[config.mk]
export PLATFORM = sky130hd
export DESIGN_NAME = channel_receiver
export DESIGN_NICKNAME = d
export VERILOG_FILES = /design/src/rtl/channel_receiver_pkg.sv /design/src/rtl/channel_receiver_rail_sync.sv /design/src/rtl/channel_receiver.sv
export SDC_FILE = /design/constraint.sdc
export NUM_CORES = 1
export LEC_CHECK = 0
export ABC_AREA = 1
export BUFFER_PORTS_ARGS = -buffer_cell sky130_fd_sc_hd__buf_2
export CAP_MARGIN = 10
export CORE_AREA = 2 2 76 78
export DETAILED_ROUTE_END_ITERATION = 6
export DIE_AREA = 0 0 78 80
export PLACE_DENSITY = 0.54
export SYNTH_ARGS = -nofsm -noshare
export SYNTH_HDL_FRONTEND = slang
export SYNTH_SLANG_ARGS = --single-unit
[constraint.sdc]
create_clock -name clk -period 1.6 [get_ports clk]
set_input_delay 0.24 -clock clk [delete_from_list [all_inputs] [get_ports clk]]
set_output_delay 0.24 -clock clk [all_outputs]
set_load 0.05 [all_outputs]
[src/rtl/channel_receiver_pkg.sv]
// Shared definitions for the dual-rail channel receiver:
// symbol codes, rail indices, FSM states and the 4-edge decoder.
package channel_receiver_pkg;

    localparam logic [2:0] SYM_NOUGHT = 3'd0;
    localparam logic [2:0] SYM_ONE    = 3'd1;
    localparam logic [2:0] SYM_X0     = 3'd2;
    localparam logic [2:0] SYM_FE     = 3'd3;
    localparam logic [2:0] SYM_FS     = 3'd4;
    localparam logic [2:0] SYM_FD     = 3'd5;

    localparam logic RAIL0 = 1'b0;
    localparam logic RAIL1 = 1'b1;

    typedef enum logic [2:0] {
        ST_IDLE,
        ST_ONE_UP,
        ST_BOTH_UP,
        ST_LAST_UP,
        ST_HOLD,
        ST_ERR
    } rx_state_e;

    function automatic logic [2:0] decode4(input logic first, input logic ffall);
        logic [2:0] code;
        unique case ({first, ffall})
            {RAIL0, RAIL1}: code = SYM_X0;
            {RAIL1, RAIL0}: code = SYM_FE;
            {RAIL0, RAIL0}: code = SYM_FS;
            default:        code = SYM_FD;
        endcase
        return code;
    endfunction

endpackage

[src/rtl/channel_receiver_rail_sync.sv]
// Multi-flop synchroniser for one asynchronous rail input.
// Cleared by the synchronous reset like the rest of the receiver.
module rail_sync #(
    parameter int STAGES = 2
) (
    input  logic clk,
    input  logic rst,
    input  logic i_d,
    output logic o_q
);

    logic [STAGES-1:0] r_chain;

    always_ff @(posedge clk) begin
        if (rst) r_chain <= '0;
        else     r_chain <= {r_chain[STAGES-2:0], i_d};
    end

    assign o_q = r_chain[STAGES-1];

endmodule

[src/rtl/channel_receiver.sv]
// Dual-rail 4-phase channel receiver: synchronises the rails, acks each
// edge, decodes completed sequences and offers them on a valid/ready slot.
module channel_receiver
    import channel_receiver_pkg::*;
#(
    parameter int SYNC_STAGES = 2,
    parameter int ERR_CNT_W   = 8
) (
    input  logic                 clk,
    input  logic                 rst,
    input  logic                 bit0,
    input  logic                 bit1,
    output logic                 ack,
    output logic                 sym_valid,
    input  logic                 sym_ready,
    output logic [2:0]           sym_code,
    output logic                 proto_err,
    output logic [ERR_CNT_W-1:0] err_count
);

    logic      w_r0;
    logic      w_r1;
    logic [1:0] w_rails;
    logic [1:0] r_prev;
    rx_state_e r_state;
    logic      r_first;
    logic      r_ffall;
    logic [2:0] r_hold_code;

    logic      w_edge;
    logic      w_dbl;
    logic      w_free;
    logic      w_viol;
    logic      w_done;
    logic [2:0] w_code;

    rail_sync #(.STAGES(SYNC_STAGES)) u_sync0 (
        .clk (clk),
        .rst (rst),
        .i_d (bit0),
        .o_q (w_r0)
    );

    rail_sync #(.STAGES(SYNC_STAGES)) u_sync1 (
        .clk (clk),
        .rst (rst),
        .i_d (bit1),
        .o_q (w_r1)
    );

    assign w_rails = {w_r1, w_r0};
    assign w_edge  = |(w_rails ^ r_prev);
    assign w_dbl   = &(w_rails ^ r_prev);
    assign w_free  = !sym_valid || sym_ready;

    always_comb begin
        w_viol = 1'b0;
        w_done = 1'b0;
        w_code = r_hold_code;
        unique case (r_state)
            ST_IDLE: begin
                if (w_rails != 2'b00 && !(w_edge && !w_dbl && r_prev == 2'b00))
                    w_viol = 1'b1;
            end
            ST_ONE_UP: begin
                if (w_edge && w_dbl) begin
                    w_viol = 1'b1;
                end else if (w_edge && w_rails == 2'b00) begin
                    w_done = 1'b1;
                    w_code = (r_first == RAIL1) ? SYM_ONE : SYM_NOUGHT;
                end
            end
            ST_BOTH_UP: begin
                if (w_edge && w_dbl) w_viol = 1'b1;
            end
            ST_LAST_UP: begin
                if (w_edge && (w_dbl || w_rails != 2'b00)) begin
                    w_viol = 1'b1;
                end else if (w_edge) begin
                    w_done = 1'b1;
                    w_code = decode4(r_first, r_ffall);
                end
            end
            ST_HOLD: begin
                if (w_edge)      w_viol = 1'b1;
                else if (w_free) w_done = 1'b1;
            end
            default: ;
        endcase
    end

    always_ff @(posedge clk) begin
        if (rst) begin
            r_prev      <= 2'b00;
            r_state     <= ST_IDLE;
            r_first     <= RAIL0;
            r_ffall     <= RAIL0;
            r_hold_code <= SYM_NOUGHT;
            ack         <= 1'b0;
            sym_valid   <= 1'b0;
            sym_code    <= SYM_NOUGHT;
            proto_err   <= 1'b0;
            err_count   <= '0;
        end else begin
            r_prev    <= w_rails;
            proto_err <= w_viol;
            if (sym_valid && sym_ready) sym_valid <= 1'b0;
            if (w_viol) begin
                ack     <= 1'b0;
                r_state <= ST_ERR;
                if (err_count != '1) err_count <= err_count + 1'b1;
            end else if (w_done) begin
                // A full slot stalls the final ack, holding off the sender
                if (w_free) begin
                    sym_valid <= 1'b1;
                    sym_code  <= w_code;
                    ack       <= ~ack;
                    r_state   <= ST_IDLE;
                end else begin
                    r_hold_code <= w_code;
                    r_state     <= ST_HOLD;
                end
            end else begin
                unique case (r_state)
                    ST_IDLE: if (w_edge) begin
                        r_first <= w_rails[1];
                        ack     <= ~ack;
                        r_state <= ST_ONE_UP;
                    end
                    ST_ONE_UP: if (w_edge) begin
                        ack     <= ~ack;
                        r_state <= ST_BOTH_UP;
                    end
                    ST_BOTH_UP: if (w_edge) begin
                        r_ffall <= w_rails[0];
                        ack     <= ~ack;
                        r_state <= ST_LAST_UP;
                    end
                    ST_ERR: if (w_rails == 2'b00) r_state <= ST_IDLE;
                    default: ;
                endcase
            end
        end
    end

endmodule

==> results of run 1 <==
==> cell type report <==
type / count / area, µm² / area share [%]
clock buffer: 4 / 45.0 / 2.07
inverter: 30 / 115 / 5.28
multi-input combinational: 161 / 1040 / 47.5
sequential: 28 / 578 / 26.5
tap: 72 / 90.1 / 4.13
timing repair buffer: 46 / 317 / 14.5
==> routing by layer <==
metal | vias up | routed length (µm) | GRT usage (%)
li1 | 813 | - | -
met1 | 709 | 1690 | 15.3
met2 | 35 | 1880 | 21.6
met3 | 4 | 223 | 2.38
met4 | 0 | 25 | 2.63
met5 | - | 0 | 0
==> final timing paths <==
kind | from | end | slack, ps
setup / recovery | u_sync0.r_chain[1] | err_count[3] | -90
hold / removal | bit1 | u_sync1.r_chain[0] | 160
setup reg to reg | u_sync0.r_chain[1] | err_count[3] | -90
hold reg to reg | u_sync0.r_chain[0] | u_sync0.r_chain[1] | 400
==> Yosys cell counts <==
cell | n | area (µm²)
nand4_1 | 2 | 12.5
inv_1 | 20 | 75.1
nor2_1 | 30 | 113
nand2_4 | 5 | 56.3
nor3_1 | 4 | 20.0
a21oi_1 | 15 | 75.1
buf_8 | 1 | 15.0
buf_4 | 1 | 7.51
nand3b_1 | 1 | 7.51
clkbuf_1 | 2 | 7.51
clkinv_1 | 1 | 3.75
o21ai_1 | 4 | 20.0
inv_2 | 9 | 33.8
xnor2_1 | 1 | 8.76
nand3_1 | 16 | 80.1
buf_2 | 1 | 5.00
a31oi_1 | 2 | 12.5
nand3_2 | 5 | 50.1
nand2_1 | 46 | 173
o21ai_2 | 1 | 8.76
o211ai_1 | 2 | 15.0
nor4_1 | 2 | 12.5
nor2_4 | 2 | 22.5
nand2_2 | 7 | 43.8
o21ai_0 | 4 | 20.0
buf_6 | 1 | 11.3
a22oi_1 | 1 | 7.51
dfxtp_1 | 28 | 561
a21oi_2 | 1 | 8.76
xor2_1 | 3 | 26.3
ha_1 | 4 | 50.1
nor2_2 | 2 | 12.5
==> repair_timing <==
item | 4_1_cts | 5_1_grt
resized for setup | 8 | 31
endpoints found under the setup margin | 15 | 21
buffers inserted | 1 | 5
cloned | 1 | 0
pin swaps | 10 | 13
==> power by group through the flow <==
stage	Sequential (mW)	Clock (mW)	Combinational, mW
6_report	0.794	0.404	0.634
5_1_grt	0.800	0.448	0.698
4_1_cts	0.792	0.426	0.582
3_5_place_dp	0.807	0	0.532
3_3_place_gp	0.807	0	0.532
2_1_floorplan	0.866	0	0.336
==> flip-flops by register name (all words and copies together) (netlist names) <==
| name | cells |
|---|---|
| ack | 1 |
| err_count | 8 |
| proto_err | 1 |
| r_ffall | 1 |
| r_first | 1 |
| r_hold_code | 3 |
| r_prev | 2 |
| r_state | 3 |
| sym_code | 3 |
| sym_valid | 1 |
| u_sync0.r_chain | 2 |
| u_sync1.r_chain | 2 |
==> cells by family after synthesis <==
family / Yosys count
simple gates: 122
buf+inv: 36
compound gates: 30
flops: 28
xor+xnor: 4
fa+ha+maj: 4
==> through the flow <==
stage	total power, mW	utilization [%]	area, µm²	cells	hold WS [ps]
global route	1.95	40.3	2180	341	159
floorplan	1.20	-	1620	224	347
CTS	1.80	37.5	2030	336	149
detailed placement	1.34	35.5	1920	330	386
finish	1.83	40.3	2180	341	159
global placement	1.34	35.5	1920	330	384
==> worst max-delay path, stage by stage, from the launching register on <==
cell and delay (ps):
dfxtp_2 370, inv_2 50, nand2_2 70, nand2_4 50
ha_4 230, nand3_2 60, nand3_2 70, nand2_2 120
inv_2 60, nand2_4 100, buf_12 130, nand2_8 70
o21ai_2 120, nand2_1 60, nor2_1 90
==> cell usage in the layout, fill, tap and decap left out, drive strengths merged <==
cell type,count
nand2,59
buf,46
nor2,34
inv,30
dfxtp,28
nand3,21
a21oi,16
o21ai,9
nor3,4
ha,4
clkbuf,4
xor2,3
o211ai,2
a31oi,2
nand4,2
nor4,2
xnor2,1
nand3b,1
a22oi,1
==> results.txt, run 1 <==
Status = finished, violations left
Failing checks = setup timing
Fmax = 591 MHz
Nets = 279
Placer Congestion = 0.788
Hold path depth = 3
CTS tree = built
Mux contribution to synthesized area = 0%
Clk_skew = 7.48 ps
RSZ-0062 raised after global routing = yes
Syn Area/Cell = 7.03 µm²
# diodes = 0
H-tree depth = 1
Slew Limit Fails = 0
Num CTS Buffers = 3
Compound-Gate Fraction of Synth Area = 10.6%
Reg2Reg Depth = 14
Startpoint types = flip-flop
Synthesized instance count = 224
Input/output buffers = 18
Final Setup Violations = 14
Final WL = 3820 µm
CTS root buf = clkbuf_8
Reg clk slew, reported paths = 90 ps
DRC = 0
Largest family of logic cells by synthesized area = simple AND/OR/NAND/NOR gates
YS warnings = 0
Register area share after synthesis = 35.6%
Switching share of power = 36.1%
Max rail drop VDD = 516 µV
Final Cycle Share = 106%
Sink Count = 28
Final Hold Vio Count = 0
CP arrival = 1910 ps
P&R area growth vs syn = 38.4%
# IOs = 19
Hold crit path type = primary input to flip-flop
Gate power share = 34.6%
Slew of the pin with the lowest slew margin = 451 ps
Mapped Area = 0.00158 mm²
Share of cells above drive strength 1 = 43.5%
Initial drt markers = 59
GRT overflow = 0
Avg WL per Cell = 11.2 µm
Switch Pwr = 0.661 mW
Vias in the first global route = 1,406
Antenna violations before repair = 0
Slew margin rel. = 69.9%
Synth cell types = 32
Critical path endpoint category = flip-flop
Placement Setup Slack = -121 ps
Internal = 1.17 mW
Vias/cell = 4.58
Clk_lat worst skew = 280 ps
CP Data Required Time = 1820 ps
Syn Nets = 233
CTS Hold Bufs = 0
Synth Area in Adders = 3.18%
Setup TNS = -355 ps
GRT Resource Usage Total = 12.2%
CTS max path bufs = 2
First-pass GRT wire length = 6230 µm
Via Count = 1,561
Clk pwr share = 22.0%
DRT Pass-1 Iters = 4
Die area = 0.00624 mm²
Hpwl dp = 2600 µm
Largest net degree at the start of global routing = 18
Yosys reg bits = 28
Leakage = 0.993 nW
Initial Util = 29.1%
Final setup margin = -91.3 ps
Number of fill cells = 576
Antenna Violating Nets Remaining = 0
Simple-gate area share of the yosys netlist = 38.3%
Sequential fraction of design power = 43.4%
Tmin final = 1690 ps
Placeable Area = 0.00541 mm²
Die H = 80 µm
Pwr/cell area = 840 mW/mm²
Max-Cap Viols = 0
Die width = 78 µm
CP max FO = 5
CP Class = flip-flop to flip-flop
Row cnt = 27
XOR/XNOR share of the synthesized area = 2.22%
(Power assumes the default switching activity.)
==> inputs of run 2 (changes only) <==
ABC_AREA = not set   (was 1)
CORE_AREA = 2 2 74 76   (was 2 2 76 78)
DIE_AREA = 0 0 76 78   (was 0 0 78 80)
clock period = 1.41 ns   (was 1.6 ns; I/O delays follow)
==> run 2 against run 1 <==
  * The run still ends with setup timing left
  * Sequential cell count stayed put
  * Non-clock buffer count is 30 higher
  * Utilization is 6.8 points higher
  * Clock power is 11% higher
  * Area after synthesis is 6.6% lower
  * Count of clock-buffer cells in the layout stayed put
  * Via count is 8.5% lower
  * Final area is 9.0% higher
  * Global-route usage is 0.96 points higher
  * Critical path type unchanged
==> results.txt, run 2 <==
Clk_lat worst skew = 270 ps (about the same)
Num CTS Buffers = 3 (unchanged)
Slew of the pin with the lowest slew margin = 348 ps (-103 ps)
Startpoint types = flip-flop
GRT Resource Usage Total = 13.1% (+0.96 points)
Largest net degree at the start of global routing = 17 (-1)
Max rail drop VDD = 1060 µV (+110%)
Reg2Reg Setup Slack = -610 ps (-520 ps)
Number of synthesized flops with an enable pin = 0 (unchanged)
Via Count = 1,428 (-8.5%)
Ys async rst share = 0% (unchanged)
Status = finished, violations left
Syn Nets = 175 (-25%)
DRT Pass-1 Iters = 4 (unchanged)
DP Area = 0.00212 mm² (+10%)
Critical Path Start = r_prev[0]
Final Cycle Share = 143% (+38 points)
Crit-path slowest cell = or3b_1
Reg clk slew, reported paths = 90 ps (about the same)
Most frequent cells in the layout = 51 x buf_4, 19 x dfxtp_1, 18 x buf_2
Family with the most delay on the worst path = simple AND/OR/NAND/NOR gates
CP Cell Sequence = xnor2_4, ha_4, nand2b_1, o221ai_2, o22ai_2, nor3_4, or3b_1, mux2_4
Share of cells above drive strength 1 = 55.9% (+12 points)
CP Data Required Time = 1580 ps (-240 ps)
# diodes = 0 (unchanged)
DRC = 0 (unchanged)
Critical path depth = 8 (-6)
Die area = 0.00593 mm² (-5.0%)
Failing checks = setup timing
Row cnt = 26 (-3.7%)
Synth cell types = 46 (+44%)
Avg WL per Cell = 12.5 µm (+12%)
Clk_skew = 3.25 ps (-4.23 ps)
Placement Setup Slack = -756 ps (-635 ps)
Critical path endpoint category = flip-flop
Setup crit end = err_count[2]
Antenna violations before repair = 0 (unchanged)
Post-Layout Cell Count = 306 (-10%)
Final setup margin = -612 ps (-521 ps)
Placer Congestion = 0.790 (+0.22%)
Finished Core Util = 47.1% (+6.8 points)
Synthesized instance count = 166 (-26%)
Leakage = 0.960 nW (-3.3%)
Synth area leaders = dfxtp_1 38%, nor2b_1 4.7%, a21oi_1 4.4%
GRT overflow = 0 (unchanged)
YS warnings = 0 (unchanged)
Commonest non-fill, non-tap cell in the layout = buf_4
CTS Hold Bufs = 0 (unchanged)
Max-Cap Viols = 0 (unchanged)
Synth cell count leaders = 28 x dfxtp_1, 14 x nor2_1, 13 x a21oi_1
Nets = 246 (-12%)
WP buf/inv = 0 (-3)
Post-route cell area = 0.00238 mm² (+9.0%)
Reg-to-Reg Start = r_prev[0]
Sink Count = 28 (unchanged)
CTS tree = built
Final Hold Vio Count = 0 (unchanged)
CP max FO = 5 (unchanged)
Mapped Area = 0.00147 mm² (-6.6%)
Area leader, netlist = dfxtp_1
Setup TNS = -10,800 ps (-10,440 ps)
First-pass GRT wire length = 6300 µm (+1.1%)
Main flop type after synthesis = dfxtp_1
Hold crit path type = primary input to flip-flop
Max reg flops = 8 (unchanged)
Register area share after synthesis = 38.1% (+2.5 points)
Vias/cell = 4.67 (+1.9%)
Antenna Violating Nets Remaining = 0 (unchanged)
Final WL = 3840 µm (+0.47%)
Slew Limit Fails = 0 (unchanged)
Syn Area/Cell = 8.86 µm² (+26%)
Slew margin rel. = 76.6% (+6.7 points)
Placed Cells = 297 (-10%)
Hold_sp = bit0
Placeable Area = 0.00504 mm² (-6.7%)
Pwr/cell area = 946 mW/mm² (+13%)
P&R area growth vs syn = 61.6%
Input/output buffers = 18 (unchanged)
CTS max path bufs = 2 (unchanged)
RSZ-0062 raised after global routing = yes
Die H = 78 µm (-2.5%)
Reg2Reg Depth = 8 (-6)
CTS root buf = clkbuf_8
Biggest register = err_count
Final Setup Violations = 22 (+8)
H-tree depth = 1 (unchanged)
Die width = 76 µm (-2.6%)
# IOs = 19 (unchanged)
Total power = 2.25 mW (+23%)
R2r endpoint = err_count[2]
Synth top area share = 38.1% (+2.5 points)
CP arrival = 2200 ps (+290 ps)
CP Class = flip-flop to flip-flop
Fmax = 494 MHz (-16%)
Vias in the first global route = 1,365 (-2.9%)
Initial Util = 29.2% (+0.038 points)
Hpwl dp = 2810 µm (+8.2%)
Initial drt markers = 40 (-32%)
Tmin final = 2020 ps (+331 ps)
Hold slack final = 136 ps (-22.7 ps)
Crit path largest cell delay = 390 ps (+20 ps)
Yosys reg bits = 28 (unchanged)
Most common cell in the synthesized netlist = dfxtp_1
## run 2: cell types whose count changed in the layout (fill, tap and decap cells not counted), sizes merged, moves of 4 or more
cell    before  now
nand2       59    8
buf         46   76
inv         30    6
nor2        34   14
nand3       21    5
nor2b        0   11
o21ai        9    4
o31ai        0    5
mux2         0    4
nand2b       0    4
## run 2: worst min-delay path by stage
| stage | slack, ps | cells past startpoint | to |
|---|---|---|---|
| 6_report | 140 | 2 | u_sync0.r_chain[0] |
| 5_1_grt | 140 | 2 | u_sync1.r_chain[0] |
| 4_1_cts | 130 | 2 | u_sync0.r_chain[0] |
| 3_5_place_dp | 420 | 2 | u_sync0.r_chain[0] |
| 3_3_place_gp | 420 | 2 | u_sync0.r_chain[0] |
| 2_1_floorplan | 280 | 1 | r_prev[0] |
## run 2: final cells by class
class                      count  area [µm²]
clock buffer                   4        45.0
sequential                    28         582
multi-input combinational    122        1090
tap                           70        87.6
inverter                       6        22.5
timing repair buffer          76         552
fill                         489        2670
## run 2: what timing repair did
item / 4_1_cts / 5_1_grt
buffers inserted: 4 / 4
resized for setup: 21 / 21
setup endpoints to repair: 22 / 22
pin swaps: 17 / 12
## run 2: report_power, final
| group | switching, mW | internal, mW | total [mW] |
|---|---|---|---|
| logic | 0.469 | 0.430 | 0.899 |
| clock network | 0.246 | 0.203 | 0.449 |
| registers | 0.0576 | 0.843 | 0.901 |
## run 2: kinds of logic (layout without fill, tap and decap cells)
| family | Yosys count | count (layout) | synth area share, % |
|---|---|---|---|
| xor gates and xnor gates | 4 | 4 | 2.38 |
| muxes | 7 | 7 | 5.36 |
| DFF | 28 | 28 | 38.1 |
| buffers and inverters | 16 | 86 | 4.42 |
| AOI/OAI and AO/OA | 37 | 37 | 17.9 |
| and+or+nand+nor | 70 | 70 | 28.4 |
| adders and majority gates | 4 | 4 | 3.40 |
## run 2: routing by layer
metal	GRT usage [%]	up-vias	routed length, µm
li1	-	741	-
met1	18.1	670	1900
met2	21.5	13	1840
met3	1.74	4	66
met4	3.82	0	34
met5	0	-	0
==> inputs of run 3 (changes only) <==
RECOVER_POWER = 100   (was not set)
==> run 3 against run 2 <==
  * The run still ends with setup timing left
  * Worst hold slack about the same
  * Critical endpoint unchanged
  * Setup slack got worse by 3.7 ps
  * Register-to-register slack about the same
  * Via count decreased by 0.49%
==> results.txt, run 3 (same netlist as run 2, synthesis figures left out) <==
Status = finished, violations left
Failing checks = setup timing
# IOs = 19 (unchanged)
Max rail drop VDD = 1060 µV (about the same)
Sink Count = 28 (unchanged)
Initial drt markers = 37 (-7.5%)
GRT Max-Usage Layer = met2
Nets = 246 (unchanged)
Critical Path Start = r_prev[0]
Hold_sp = bit0
Reg-to-Reg Start = r_prev[0]
Max reg flops = 8 (unchanged)
Num CTS Buffers = 3 (unchanged)
Final Hold Vio Count = 0 (unchanged)
GRT met1 Usage = 18.1% (unchanged)
Number of fill cells = 491 (+0.41%)
Hold path depth = 2 (unchanged)
Setup TNS = -10,890 ps (-91.9 ps)
Hold Path End = u_sync0.r_chain[0]
GRT Resource Usage Total = 13.1% (unchanged)
Commonest non-fill, non-tap cell in the layout = buf_4
Most frequent cells in the layout = 50 x buf_4, 19 x dfxtp_1, 18 x buf_2
Antenna Violating Nets Remaining = 0 (unchanged)
Die area = 0.00593 mm² (unchanged)
Slew of the pin with the lowest slew margin = 348 ps (+0.0489 ps)
Final WL = 3820 µm (-0.57%)
Input/output buffers = 18 (unchanged)
Vias in the first global route = 1,365 (unchanged)
Grt met3 use = 1.74% (unchanged)
Initial Util = 29.2% (unchanged)
Row cnt = 26 (unchanged)
Met2 Track Usage GR = 21.5% (unchanged)
Finished Core Util = 47.1% (-0.074 points)
Pwr/cell area = 947 mW/mm² (+0.12%)
CTS root buf = clkbuf_8
Antenna violations before repair = 0 (unchanged)
CP Data Required Time = 1580 ps (about the same)
Vias/cell = 4.64 (-0.49%)
CTS max path bufs = 2 (unchanged)
CP arrival = 2200 ps (about the same)
GRT overflow = 0 (unchanged)
Avg WL per Cell = 12.5 µm (-0.57%)
Hpwl dp = 2810 µm (unchanged)
Final Setup Violations = 22 (unchanged)
R2r endpoint = err_count[2]
Share of cells above drive strength 1 = 55.5% (-0.42 points)
DRC = 0 (unchanged)
P&R area growth vs syn = 61.3%
CTS tree = built
Crit path largest cell delay = 390 ps (about the same)
Die H = 78 µm (unchanged)
Reg2Reg Setup Slack = -620 ps (about the same)
Max-Cap Viols = 0 (unchanged)
Die width = 76 µm (unchanged)
Fmax = 494 MHz (-0.18%)
Clk_lat worst skew = 270 ps (about the same)
Crit-path slowest cell = or3b_1
Multi-input gate area = 0.00109 mm² (unchanged)
Final Cycle Share = 144% (+0.26 points)
Reg2Reg Depth = 8 (unchanged)
RSZ-0062 raised after global routing = yes
CP max FO = 5 (unchanged)
Critical path endpoint category = flip-flop
Final setup margin = -616 ps (-3.71 ps)
DRT Pass-1 Iters = 4 (unchanged)
Slew Limit Fails = 0 (unchanged)
CP Cell Sequence = xnor2_4, ha_4, nand2b_1, o221ai_2, o22ai_2, nor3_4, or3b_1, mux2_4
Startpoint types = flip-flop
Hold crit path type = primary input to flip-flop
Largest net degree at the start of global routing = 17 (unchanged)
Via Count = 1,421 (-0.49%)
H-tree depth = 1 (unchanged)
Biggest register = err_count
CP Class = flip-flop to flip-flop
Placer Congestion = 0.790 (unchanged)
Placeable Area = 0.00504 mm² (unchanged)
First-pass GRT wire length = 6300 µm (unchanged)
Reg area = 582 µm² (unchanged)
# diodes = 0 (unchanged)
Leakage = 0.957 nW (-0.38%)
Tmin final = 2030 ps (+3.71 ps)
Clk_skew = 3.63 ps (+0.372 ps)
Reg clk slew, reported paths = 90 ps (about the same)
Hold slack final = 136 ps (-0.00500 ps)
Slew margin rel. = 76.6% (about the same)
## run 3: changes by cell type in the layout (fill, tap and decap cells not counted), sizes merged
cell / change
buf: -1
clkbuf: +1
## run 3: worst max-delay path: cells and delay by family (launching register included)
family | cells | cell delay, ps
DFF | 1 | 370
adders and majority gates | 1 | 230
and+or+nand+nor | 3 | 550
xor gates and xnor gates | 1 | 220
muxes | 1 | 300
AOI/OAI and AO/OA | 2 | 250
## run 3: worst max path at each step
stage	end	cells after the start	slack (ps)
global route	r_ffall	9	-720
finish	err_count[2]	8	-620
global placement	err_count[2]	7	-740
floorplan	err_count[2]	8	-620
detailed placement	err_count[2]	7	-760
CTS	err_count[2]	8	-610
## run 3: cell type report
class	instances	share of cell area [%]
flip-flops and latches	28	24.5
repair buffers	76	23.1
multi-input cells	122	45.9
inverters	6	0.949
well taps	70	3.69
clock buffers	4	1.90
## run 3: report_power, final
group / internal [mW] / switching [mW]
logic: 0.429 / 0.469
clock network: 0.203 / 0.246
registers: 0.843 / 0.0576
## run 3: metrics by stage
step                      power (mW)  setup WS (ps)  area, µm²  std cells
after floorplan                 1.40           -622       1610        166
after global placement          1.69           -736       2120        297
after CTS                       2.22           -612       2280        304
final                           2.25           -616       2370        306
after detailed placement        1.69           -756       2120        297
after global routing            2.38           -716       2370        306
## run 3: metal layers
metal  up-vias  wire, µm
met5         -         0
met3         4        66
li1        743         -
met4         0        34
met2        13      1850
met1       661      1870
## run 3: timing repair
| action | CTS | global route |
|---|---|---|
| setup endpoints to repair | 22 | 22 |
| resized for setup | 21 | 21 |
| hold buffers | 0 | 0 |
| setup buffers | 4 | 4 |
| pin swaps | 17 | 12 |
